File: config.mk
export PLATFORM = sky130hd
export DESIGN_NAME = nibble_packer
export DESIGN_NICKNAME = d
export VERILOG_FILES = /design/src/rtl/nibble_packer_pkg.sv /design/src/rtl/nibble_out_buf.sv /design/src/rtl/nibble_packer.sv
export SDC_FILE = /design/constraint.sdc
export NUM_CORES = 1
export LEC_CHECK = 0
export CELL_PAD_IN_SITES_DETAIL_PLACEMENT = 1
export CELL_PAD_IN_SITES_GLOBAL_PLACEMENT = 1
export CORE_AREA = 2 2 97 99
export DETAILED_ROUTE_END_ITERATION = 7
export DIE_AREA = 0 0 99 101
export PLACE_DENSITY_LB_ADDON = 0.1
export SETUP_SLACK_MARGIN = 0.2
export SKIP_LAST_GASP = 1
export SLEW_MARGIN = 20
export SYNTH_ARGS = -nofsm -noshare
export SYNTH_HDL_FRONTEND = slang
export SYNTH_SLANG_ARGS = --single-unit
File: constraint.sdc
create_clock -name clk -period 2.4 [get_ports clk]
set_clock_uncertainty 0.15 [all_clocks]
set_input_delay 0.36 -clock clk [delete_from_list [all_inputs] [get_ports clk]]
set_output_delay 0.36 -clock clk [all_outputs]
set_load 0.02 [all_outputs]
File: src/rtl/nibble_packer_pkg.sv
// rtl/nibble_packer_pkg.sv - shared constants and record types for the nibble packer
package nibble_packer_pkg;

  localparam int   NIBBLE_W    = 4;
  localparam logic DEST_A      = 1'b0;
  localparam logic DEST_B      = 1'b1;
  localparam int   NIBBLES_DEF = 8;
  localparam int   WORD_W_DEF  = NIBBLE_W * NIBBLES_DEF;

  // Output buffer record at the default word width.
  typedef struct packed {
    logic [WORD_W_DEF-1:0] word;
    logic                  dest;
    logic                  full;
  } out_rec_t;

endpackage

File: src/rtl/nibble_out_buf.sv
// rtl/nibble_out_buf.sv - single-entry output register with A/B valid/ready demux
module nibble_out_buf
  import nibble_packer_pkg::*;
#(
  parameter int WORD_W = WORD_W_DEF
) (
  input  logic              clk,
  input  logic              reset,
  input  logic              load,
  input  logic [WORD_W-1:0] load_word,
  input  logic              load_dest,
  input  logic              readyA,
  input  logic              readyB,
  output logic [WORD_W-1:0] dataA,
  output logic              validA,
  output logic [WORD_W-1:0] dataB,
  output logic              validB,
  output logic              full,
  output logic              out_fire
);

  typedef struct packed {
    logic [WORD_W-1:0] word;
    logic              dest;
    logic              full;
  } buf_rec_t;

  buf_rec_t rec;

  // load is only raised by the packer when the entry is empty or draining.
  always_ff @(posedge clk) begin
    if (reset) begin
      rec <= '0;
    end else if (load) begin
      rec <= '{word: load_word, dest: load_dest, full: 1'b1};
    end else if (out_fire) begin
      rec <= '0;
    end
  end

  always_comb begin
    validA   = rec.full && (rec.dest == DEST_A);
    validB   = rec.full && (rec.dest == DEST_B);
    dataA    = validA ? rec.word : '0;
    dataB    = validB ? rec.word : '0;
    full     = rec.full;
    out_fire = (validA && readyA) || (validB && readyB);
  end

endmodule

File: src/rtl/nibble_packer.sv
// rtl/nibble_packer.sv - packs a nibble stream LSN-first into words for two destinations
module nibble_packer
  import nibble_packer_pkg::*;
#(
  parameter int NIBBLES = NIBBLES_DEF,
  parameter int POS_W   = 3
) (
  input  logic                        clk,
  input  logic                        reset,
  input  logic [NIBBLE_W-1:0]         nibbleIn,
  input  logic                        nibbleValid,
  output logic                        nibbleReady,
  input  logic                        sel,
  input  logic                        flush,
  output logic [NIBBLE_W*NIBBLES-1:0] dataA,
  output logic                        validA,
  input  logic                        readyA,
  output logic [NIBBLE_W*NIBBLES-1:0] dataB,
  output logic                        validB,
  input  logic                        readyB,
  output logic [POS_W-1:0]            pos
);

  localparam int               WORD_W   = NIBBLE_W * NIBBLES;
  localparam logic [POS_W-1:0] LAST_POS = POS_W'(NIBBLES - 1);

  logic [WORD_W-1:0] acc, acc_next;
  logic              acc_dest, dest_next;
  logic              flush_pending, pend_next;
  logic              buf_full, out_fire;
  logic              at_last, fire, completing, do_load;

  always_comb begin
    at_last     = (pos == LAST_POS);
    nibbleReady = !reset && !(at_last && buf_full && !out_fire);
    fire        = nibbleValid && nibbleReady;
    completing  = fire && at_last;

    acc_next  = acc;
    dest_next = acc_dest;
    if (fire) begin
      acc_next[int'(pos)*NIBBLE_W +: NIBBLE_W] = nibbleIn;
      if (pos == '0) dest_next = sel;
    end

    // A same-cycle nibble makes an otherwise-empty flush meaningful.
    pend_next = flush_pending || (flush && (fire || pos != '0));
    do_load   = completing || (pend_next && (!buf_full || out_fire));
  end

  always_ff @(posedge clk) begin
    if (reset) begin
      pos           <= '0;
      acc           <= '0;
      acc_dest      <= DEST_A;
      flush_pending <= 1'b0;
    end else if (do_load) begin
      pos           <= '0;
      acc           <= '0;
      acc_dest      <= dest_next;
      flush_pending <= 1'b0;
    end else begin
      acc           <= acc_next;
      acc_dest      <= dest_next;
      flush_pending <= pend_next;
      if (fire) pos <= pos + 1'b1;
    end
  end

  nibble_out_buf #(.WORD_W(WORD_W)) u_out_buf (
    .clk       (clk),
    .reset     (reset),
    .load      (do_load),
    .load_word (acc_next),
    .load_dest (dest_next),
    .readyA    (readyA),
    .readyB    (readyB),
    .dataA     (dataA),
    .validA    (validA),
    .dataB     (dataB),
    .validB    (validB),
    .full      (buf_full),
    .out_fire  (out_fire)
  );

endmodule

==> results of run 1 <==
==> critical path: stages (launching register included) <==
cell       delay, ps
dfxtp_4          360
ha_4             170
ha_4             160
and2_4           180
a2111oi_4        310
buf_4            180
nand2_1           90
buf_6            170
mux2i_4          190
o2bb2ai_2        170
==> layer usage <==
metal  up-vias  track usage [%]
li1       1417                -
met1      1403             24.6
met2        84             30.5
met3        27             3.54
met4         0             9.69
met5         -                0
==> power breakdown <==
group          internal [mW]  leakage [nW]  switching (mW)
Clock                  0.365        0.0809           0.442
Combinational          0.262          1.86           0.375
Sequential              1.23         0.578          0.0400
Total                   1.86          2.52           0.856
==> final cells by class <==
| class | instances | share of cell area [%] |
|---|---|---|
| Timing Repair Buffer | 108 | 22.9 |
| Clock inverter | 6 | 0.814 |
| Tap cell | 111 | 2.91 |
| Multi-Input combinational cell | 249 | 40.0 |
| Sequential cell | 71 | 30.1 |
| Inverter | 9 | 0.762 |
| Clock buffer | 9 | 2.60 |
==> Yosys cell counts, drive strengths merged (2+ instances only) <==
cell	instances	area, sq um
a211oi	13	97.6
a21oi	20	111
and2	35	219
and3	32	200
buf	9	60.1
clkbuf	15	57.6
dfxtp	71	1420
ha	6	75.1
inv	9	33.8
mux2	2	22.5
mux2i	35	363
nand2	13	51.3
nand2b	5	31.3
nand3b	2	18.8
nand4	3	18.8
nor2	50	188
nor2b	2	12.5
nor3	2	10.0
o2bb2ai	19	166
==> worst paths after layout <==
| check | start | endpoint | slack, ps | cells after the start |
|---|---|---|---|---|
| hold reg to reg | u_out_buf.rec[13]$_SDFFE_PP0P_ | u_out_buf.rec[13]$_SDFFE_PP0P_ | 330 | 1 |
| setup / recovery | pos[0]$_SDFFE_PP0N_ | u_out_buf.rec[29]$_SDFFE_PP0P_ | 210 | 9 |
| setup reg to reg | pos[0]$_SDFFE_PP0N_ | u_out_buf.rec[29]$_SDFFE_PP0P_ | 210 | 9 |
| hold / removal | u_out_buf.rec[13]$_SDFFE_PP0P_ | u_out_buf.rec[13]$_SDFFE_PP0P_ | 330 | 1 |
==> flip-flops by register name (all words and copies together), names as in the netlist <==
register        flops
acc                32
acc_dest            1
flush_pending       1
pos                 3
u_out_buf.full      1
u_out_buf.rec      33
==> through the flow <==
stage          utilization, %  total power [mW]  cells  TNS [ps]
2_1_floorplan               -              1.63    353         0
3_3_place_gp             48.0              1.82    546         0
3_5_place_dp             48.0              1.85    546      -268
4_1_cts                  50.5              2.65    561         0
5_1_grt                  53.1              2.85    563         0
6_report                 53.1              2.71    563         0
==> cells by family after synthesis <==
group	count (synthesis)
compound gates	57
xor+xnor	1
fa+ha+maj	6
buf+inv	33
flops	71
mux	37
simple gates	148
==> placed cells by master (no fill, tap or decap), drive strengths merged, types with 11 or more instances in the layout <==
cell	Yosys	final
mux2i	35	35
nor2	50	50
a211oi	13	13
o2bb2ai	19	19
buf	9	27
dfxtp	71	71
clkbuf	15	11
nand2	13	13
a21oi	20	20
dlygate4sd2	0	47
clkdlybuf4s50	0	13
and2	35	35
dlymetal6s2s	0	19
and3	32	32
==> repair_timing <==
action | CTS | global route
gates resized for setup | 74 | 50
setup endpoints to repair | 111 | 117
buffers inserted | 0 | 1
cloned | 0 | 1
pin swaps | 6 | 7
==> flow_results.xml, run 1 <==
<?xml version="1.0" encoding="UTF-8"?>
<metrics>
  <group name="floorplan">
    <metric name="ioPinCount" unit="">81</metric>
    <metric name="die_outline_height" unit="um">101</metric>
    <metric name="placementRows" unit="">35</metric>
    <metric name="initial_util" unit="%">36.2</metric>
    <metric name="coreArea" unit="sq um">8980</metric>
    <metric name="dieArea" unit="sq um">10000</metric>
    <metric name="dieWidth" unit="um">99</metric>
  </group>
  <group name="synth">
    <metric name="prevailing_post_synth_register_cell" unit="">dfxtp_1</metric>
    <metric name="yosys.cell_types.count" unit="">36</metric>
    <metric name="synth.area.mux_share" unit="%">11.9</metric>
    <metric name="synth_compound_area_share" unit="%">12.9</metric>
    <metric name="synth_area_per_cell" unit="sq um">9.20</metric>
    <metric name="portion_of_the_post_synthesis_area_used_by_sequential_elements" unit="%">43.8</metric>
    <metric name="mappedNetlistArea" unit="sq um">3250</metric>
    <metric name="dominant_combinational_cell_family_by_area_after_synthesis" unit="">simple AND/OR/NAND/NOR gates</metric>
    <metric name="synthSimpleGateAreaFrac" unit="%">24.2</metric>
    <metric name="synthesis.yosys.warnings" unit="">0</metric>
    <metric name="yosys_register_bits" unit="">71</metric>
    <metric name="synth_nets" unit="">370</metric>
    <metric name="synth_fa_ha_area_share" unit="%">2.31</metric>
    <metric name="ys_async_sr_fraction" unit="%">0</metric>
    <metric name="synthXorXnorAreaFrac" unit="%">0.270</metric>
    <metric name="synth-edff-count" unit="">0</metric>
    <metric name="synthCells" unit="">353</metric>
  </group>
  <group name="critical_path">
    <metric name="path_max_fanout" unit="">4</metric>
    <metric name="cp.arrival" unit="ps">2310</metric>
    <metric name="required" unit="ps">2520</metric>
    <metric name="crit_path_end_kind" unit="">flip-flop</metric>
    <metric name="critical_setup_path_kind" unit="">flip-flop to flip-flop</metric>
    <metric name="start_kind" unit="">flip-flop</metric>
  </group>
  <group name="clocking">
    <metric name="clkTransAtPathRegs" unit="ps">80</metric>
    <metric name="clock_latency_on_the_worst_skew_pair" unit="ps">340</metric>
    <metric name="cts.htree.levels" unit="">3</metric>
    <metric name="cts_buffers" unit="">9</metric>
    <metric name="tritoncts" unit="">done</metric>
    <metric name="cts.path.max_buffers" unit="">2</metric>
    <metric name="post_cts_hold_buffer_count" unit="">0</metric>
    <metric name="clock_tree.root_cell" unit="">clkbuf_8</metric>
    <metric name="clock_sink_count" unit="">71</metric>
  </group>
  <group name="sta">
    <metric name="max-slew-margin-rel" unit="%">69.5</metric>
    <metric name="report.final.hold_viol_count" unit="">0</metric>
    <metric name="finalSetupViolations" unit="">0</metric>
    <metric name="layout_min_cycle_time" unit="ps">2190</metric>
    <metric name="rsz0062_at_grt" unit="">yes</metric>
    <metric name="fmax" unit="MHz">456</metric>
    <metric name="postLayoutSetupSlackWorst" unit="ps">206</metric>
    <metric name="max_slew.worst_pin.slew" unit="ps">457</metric>
    <metric name="final-max-slew-violation-count" unit="">0</metric>
    <metric name="timing.final.crit_share" unit="%">91.4</metric>
    <metric name="worst_hold_slack" unit="ps">330</metric>
  </group>
  <group name="layout">
    <metric name="final.fill_count" unit="">1045</metric>
    <metric name="area_taken_by_multi_input_logic_gates" unit="sq um">1900</metric>
    <metric name="antenna-diode-count" unit="">0</metric>
    <metric name="layout-drive-gt1-share" unit="%">19.7</metric>
    <metric name="finish.instance_area" unit="sq um">4760</metric>
    <metric name="area_growth_syn_to_layout" unit="%">46.7</metric>
    <metric name="sequential_cell_area" unit="sq um">1430</metric>
    <metric name="net_count_final" unit="">465</metric>
  </group>
  <group name="global_routing">
    <metric name="grt_overflow_total" unit="">0</metric>
    <metric name="grt_max_degree" unit="">35</metric>
    <metric name="antenna_found_initial" unit="">0</metric>
    <metric name="grt_pass1_vias" unit="">2964</metric>
    <metric name="grt_first_pass_wirelength" unit="mm">15.1</metric>
    <metric name="grt_use_total" unit="%">19.1</metric>
  </group>
  <group name="place">
    <metric name="postPlaceCellArea" unit="sq um">4310</metric>
    <metric name="finalWeightedCongestion" unit="">0.857</metric>
    <metric name="place.detailed.hpwl" unit="mm">6.63</metric>
    <metric name="pre_cts_ws" unit="ps">-40.3</metric>
    <metric name="place.port_buffers" unit="">80</metric>
  </group>
  <group name="routing">
    <metric name="top_signal_layer_used" unit="">met4</metric>
    <metric name="drt-initial-drc-count" unit="">84</metric>
    <metric name="routedWlPerCell" unit="um">17.0</metric>
    <metric name="dr.pass1.iters" unit="">4</metric>
    <metric name="routed-wl-met3" unit="um">449</metric>
    <metric name="met1_length" unit="mm">4.40</metric>
    <metric name="vias_per_cell" unit="">5.21</metric>
    <metric name="met2_layer_wire_length_in_the_routed_design" unit="mm">4.45</metric>
    <metric name="drt-total-wl" unit="mm">9.59</metric>
    <metric name="final_antenna_net_count" unit="">0</metric>
    <metric name="drcViolationCount" unit="">0</metric>
    <metric name="detailroute.via_count" unit="">2931</metric>
  </group>
  <group name="min_path">
    <metric name="holdCritPathClass" unit="">flip-flop to flip-flop</metric>
  </group>
  <group name="pwr">
    <metric name="vdd_ir_drop_max" unit="mV">0.219</metric>
    <metric name="power_density" unit="nW/um^2">569</metric>
    <metric name="power_leakage" unit="nW">2.52</metric>
  </group>
  <group name="job">
    <metric name="cap_violations" unit="">0</metric>
  </group>
  <group name="run_status">
    <metric name="status" unit="">finished, final reports clean</metric>
  </group>
</metrics>
No activity file was read; power rests on OpenSTA's default activity.
==> run 2: changes to the inputs <==
--- a/config.mk
+++ b/config.mk
@@ -5,6 +5,7 @@
 export SDC_FILE = /design/constraint.sdc
 export NUM_CORES = 1
 export LEC_CHECK = 0
+export CAP_MARGIN = 20
 export CELL_PAD_IN_SITES_DETAIL_PLACEMENT = 1
 export CELL_PAD_IN_SITES_GLOBAL_PLACEMENT = 1
 export CORE_AREA = 2 2 97 99
@@ -13,7 +14,7 @@
 export PLACE_DENSITY_LB_ADDON = 0.1
 export SETUP_SLACK_MARGIN = 0.2
 export SKIP_LAST_GASP = 1
-export SLEW_MARGIN = 20
+export SLEW_MARGIN = 10
 export SYNTH_ARGS = -nofsm -noshare
 export SYNTH_HDL_FRONTEND = slang
 export SYNTH_SLANG_ARGS = --single-unit
==> results of run 2 <==
Final layout, timing and power as in run 1 (identical DEF).
==> run 3: changes to the inputs <==
--- a/config.mk
+++ b/config.mk
@@ -11,7 +11,7 @@
 export CORE_AREA = 2 2 97 99
 export DETAILED_ROUTE_END_ITERATION = 7
 export DIE_AREA = 0 0 99 101
-export PLACE_DENSITY_LB_ADDON = 0.1
+export PLACE_DENSITY = 0.9
 export SETUP_SLACK_MARGIN = 0.2
 export SKIP_LAST_GASP = 1
 export SLEW_MARGIN = 10
==> run 3 against run 2 <==
Clock-buffer cell count increased by 2. Non-clock buffer count increased by 6. Largest cell class unchanged. Critical endpoint is now u_out_buf.rec[13]$_SDFFE_PP0P_. Core utilization increased by 0.63 points. Cell count increased by 1.2%. Register-to-register slack got worse by 20 ps. Largest power group unchanged. Cell area increased by 1.2%. Sequential cell count unchanged.
==> flow_results.xml, run 3 (synthesis gave the netlist of run 1 again) <==
<?xml version="1.0" encoding="UTF-8"?>
<metrics>
  <group name="critical_path">
    <metric name="regToRegStartpoint" unit="">pos[1]$_SDFFE_PP0N_</metric>
    <metric name="critical_setup_path_kind" unit="">flip-flop to flip-flop</metric>
    <metric name="crit_path_end_kind" unit="">flip-flop</metric>
    <metric name="path_cells" unit="">inv_1 &gt; ha_2 &gt; ha_4 &gt; inv_2 &gt; buf_4 &gt; nand2_1 &gt; nor2_1 &gt; mux2i_1 &gt; o2bb2ai_1</metric>
    <metric name="critical_path.startpoint" unit="">pos[1]$_SDFFE_PP0N_</metric>
    <metric name="crit_cells" unit="">9</metric>
    <metric name="path_max_fanout" unit="">5</metric>
    <metric name="required" unit="ps">2520</metric>
    <metric name="start_kind" unit="">flip-flop</metric>
    <metric name="timing.critical_path.max_delay_family" unit="">simple AND/OR/NAND/NOR gates</metric>
    <metric name="timing.critical_path.to" unit="">u_out_buf.rec[13]$_SDFFE_PP0P_</metric>
    <metric name="r2r-end" unit="">u_out_buf.rec[13]$_SDFFE_PP0P_</metric>
    <metric name="cp.arrival" unit="ps">2330</metric>
    <metric name="critPathMaxStageDelay" unit="ps">390</metric>
    <metric name="crit_path_top_delay_cell" unit="">dfxtp_4</metric>
    <metric name="rrSetupSlack" unit="ps">190</metric>
    <metric name="cp_bufs_invs" unit="">3</metric>
    <metric name="ff2ff_path_depth" unit="">9</metric>
  </group>
  <group name="clocking">
    <metric name="cts.path.max_buffers" unit="">2</metric>
    <metric name="cts.htree.levels" unit="">3</metric>
    <metric name="clock_latency_on_the_worst_skew_pair" unit="ps">360</metric>
    <metric name="clock_sink_count" unit="">71</metric>
    <metric name="cts_buffers" unit="">9</metric>
    <metric name="clkTransAtPathRegs" unit="ps">80</metric>
    <metric name="clock_tree.root_cell" unit="">clkbuf_8</metric>
    <metric name="post_cts_hold_buffer_count" unit="">0</metric>
    <metric name="tritoncts" unit="">done</metric>
  </group>
  <group name="layout">
    <metric name="regMostFlops" unit="">u_out_buf.rec</metric>
    <metric name="antenna-diode-count" unit="">0</metric>
    <metric name="area_taken_by_multi_input_logic_gates" unit="sq um">1970</metric>
    <metric name="final.fill_count" unit="">1013</metric>
    <metric name="largest_register_ff_count" unit="">33</metric>
    <metric name="largest_registers" unit="">u_out_buf.rec x33, acc x32, pos x3</metric>
    <metric name="final_util" unit="%">53.7</metric>
    <metric name="layout-drive-gt1-share" unit="%">23.7</metric>
    <metric name="net_count_final" unit="">471</metric>
    <metric name="layout.cells.most_common" unit="">dfxtp_1</metric>
    <metric name="sequential_cell_area" unit="sq um">1430</metric>
    <metric name="area_growth_syn_to_layout" unit="%">48.5</metric>
    <metric name="final_cell_mix" unit="">dfxtp_1, dlygate4sd2_1, nor2_1, and2_1, and3_1</metric>
  </group>
  <group name="global_routing">
    <metric name="grt_pass1_vias" unit="">3112</metric>
    <metric name="grt_max_degree" unit="">29</metric>
    <metric name="grt_first_pass_wirelength" unit="mm">15.8</metric>
    <metric name="grt_overflow_total" unit="">0</metric>
    <metric name="antenna_found_initial" unit="">0</metric>
    <metric name="grt_use_total" unit="%">19.9</metric>
  </group>
  <group name="routing">
    <metric name="final_antenna_net_count" unit="">0</metric>
    <metric name="dr.pass1.iters" unit="">4</metric>
    <metric name="vias_per_cell" unit="">5.33</metric>
    <metric name="detailroute.via_count" unit="">3040</metric>
    <metric name="drt-initial-drc-count" unit="">134</metric>
    <metric name="drcViolationCount" unit="">0</metric>
    <metric name="routedWlPerCell" unit="um">19.5</metric>
    <metric name="drt-total-wl" unit="mm">11.1</metric>
  </group>
  <group name="place">
    <metric name="place.port_buffers" unit="">80</metric>
    <metric name="finalWeightedCongestion" unit="">0.886</metric>
    <metric name="place.detailed.hpwl" unit="mm">7.17</metric>
  </group>
  <group name="sta">
    <metric name="final-max-slew-violation-count" unit="">0</metric>
    <metric name="timing.final.crit_share" unit="%">92.1</metric>
    <metric name="finalSetupViolations" unit="">0</metric>
    <metric name="rsz0062_at_grt" unit="">yes</metric>
    <metric name="max_slew.worst_pin.slew" unit="ps">479</metric>
    <metric name="layout_min_cycle_time" unit="ps">2210</metric>
    <metric name="max-slew-margin-rel" unit="%">68.0</metric>
    <metric name="fmax" unit="MHz">452</metric>
    <metric name="report.final.hold_viol_count" unit="">0</metric>
  </group>
  <group name="floorplan">
    <metric name="dieWidth" unit="um">99</metric>
    <metric name="placementRows" unit="">35</metric>
    <metric name="die_outline_height" unit="um">101</metric>
    <metric name="dieArea" unit="sq um">10000</metric>
    <metric name="ioPinCount" unit="">81</metric>
    <metric name="initial_util" unit="%">36.2</metric>
    <metric name="coreArea" unit="sq um">8980</metric>
  </group>
  <group name="pwr">
    <metric name="power_leakage" unit="nW">2.28</metric>
    <metric name="power_density" unit="nW/um^2">614</metric>
    <metric name="post-layout-total-power" unit="mW">2.96</metric>
    <metric name="vdd_ir_drop_max" unit="mV">0.255</metric>
  </group>
  <group name="job">
    <metric name="cap_violations" unit="">0</metric>
  </group>
  <group name="min_path">
    <metric name="holdCritPathClass" unit="">flip-flop to flip-flop</metric>
  </group>
  <group name="run_status">
    <metric name="status" unit="">finished, final reports clean</metric>
  </group>
</metrics>
==> run 3: how the worst min path moves through the flow <==
| stage | slack (ps) | startpoint | end | cells after the start |
|---|---|---|---|---|
| after CTS | 340 | u_out_buf.rec[26]$_SDFFE_PP0P_ | u_out_buf.rec[26]$_SDFFE_PP0P_ | 1 |
| after global placement | 310 | flush_pending$_SDFF_PP0_ | flush_pending$_SDFF_PP0_ | 2 |
| after floorplan | 290 | u_out_buf.rec[17]$_SDFFE_PP0P_ | u_out_buf.rec[17]$_SDFFE_PP0P_ | 1 |
| final | 340 | u_out_buf.rec[26]$_SDFFE_PP0P_ | u_out_buf.rec[26]$_SDFFE_PP0P_ | 1 |
| after detailed placement | 330 | u_out_buf.rec[22]$_SDFFE_PP0P_ | u_out_buf.rec[22]$_SDFFE_PP0P_ | 1 |
| after global routing | 350 | u_out_buf.rec[22]$_SDFFE_PP0P_ | u_out_buf.rec[22]$_SDFFE_PP0P_ | 1 |
==> run 3: per-layer routing <==
metal	GRT usage (%)	vias to the layer above	routed length (um)	share of wire, %
met1	24.4	1479	4650	42
met4	8.75	0	286	2.6
met3	3.74	24	586	5.3
met2	34.1	112	5610	50
li1	-	1425	-	-
met5	0	-	0	0
==> run 3: through the flow <==
stage	cells	setup slack, ps	setup TNS [ps]	hold WS (ps)	instance area, sq um
after floorplan	353	204	0	288	3250
after global placement	549	58.1	0	310	4300
after detailed placement	549	-21.1	-111	326	4300
after CTS	565	32.5	0	344	4470
after global routing	570	99.8	0	354	4820
final	570	190	0	337	4820
==> run 3: timing repair <==
action / in CTS / in global routing
gates resized for setup: 87 / 61
cloned: 0 / 1
endpoints found under the setup margin: 114 / 93
setup buffers: 0 / 4
pin swaps: 2 / 10
==> run 3: area by class of cell <==
class                           count  share of cell area [%]
Sequential cell                    71                    29.7
Timing Repair Buffer              114                    21.7
Clock buffer                       11                    2.93
Inverter                            9                   0.701
Clock inverter                      5                    1.17
Multi-Input combinational cell    249                    40.9
Tap cell                          111                    2.88
==> run 3: power breakdown <==
group	internal, mW	switching (mW)	total, mW
registers	1.23	0.0446	1.27
clock network	0.507	0.470	0.978
logic	0.281	0.426	0.707
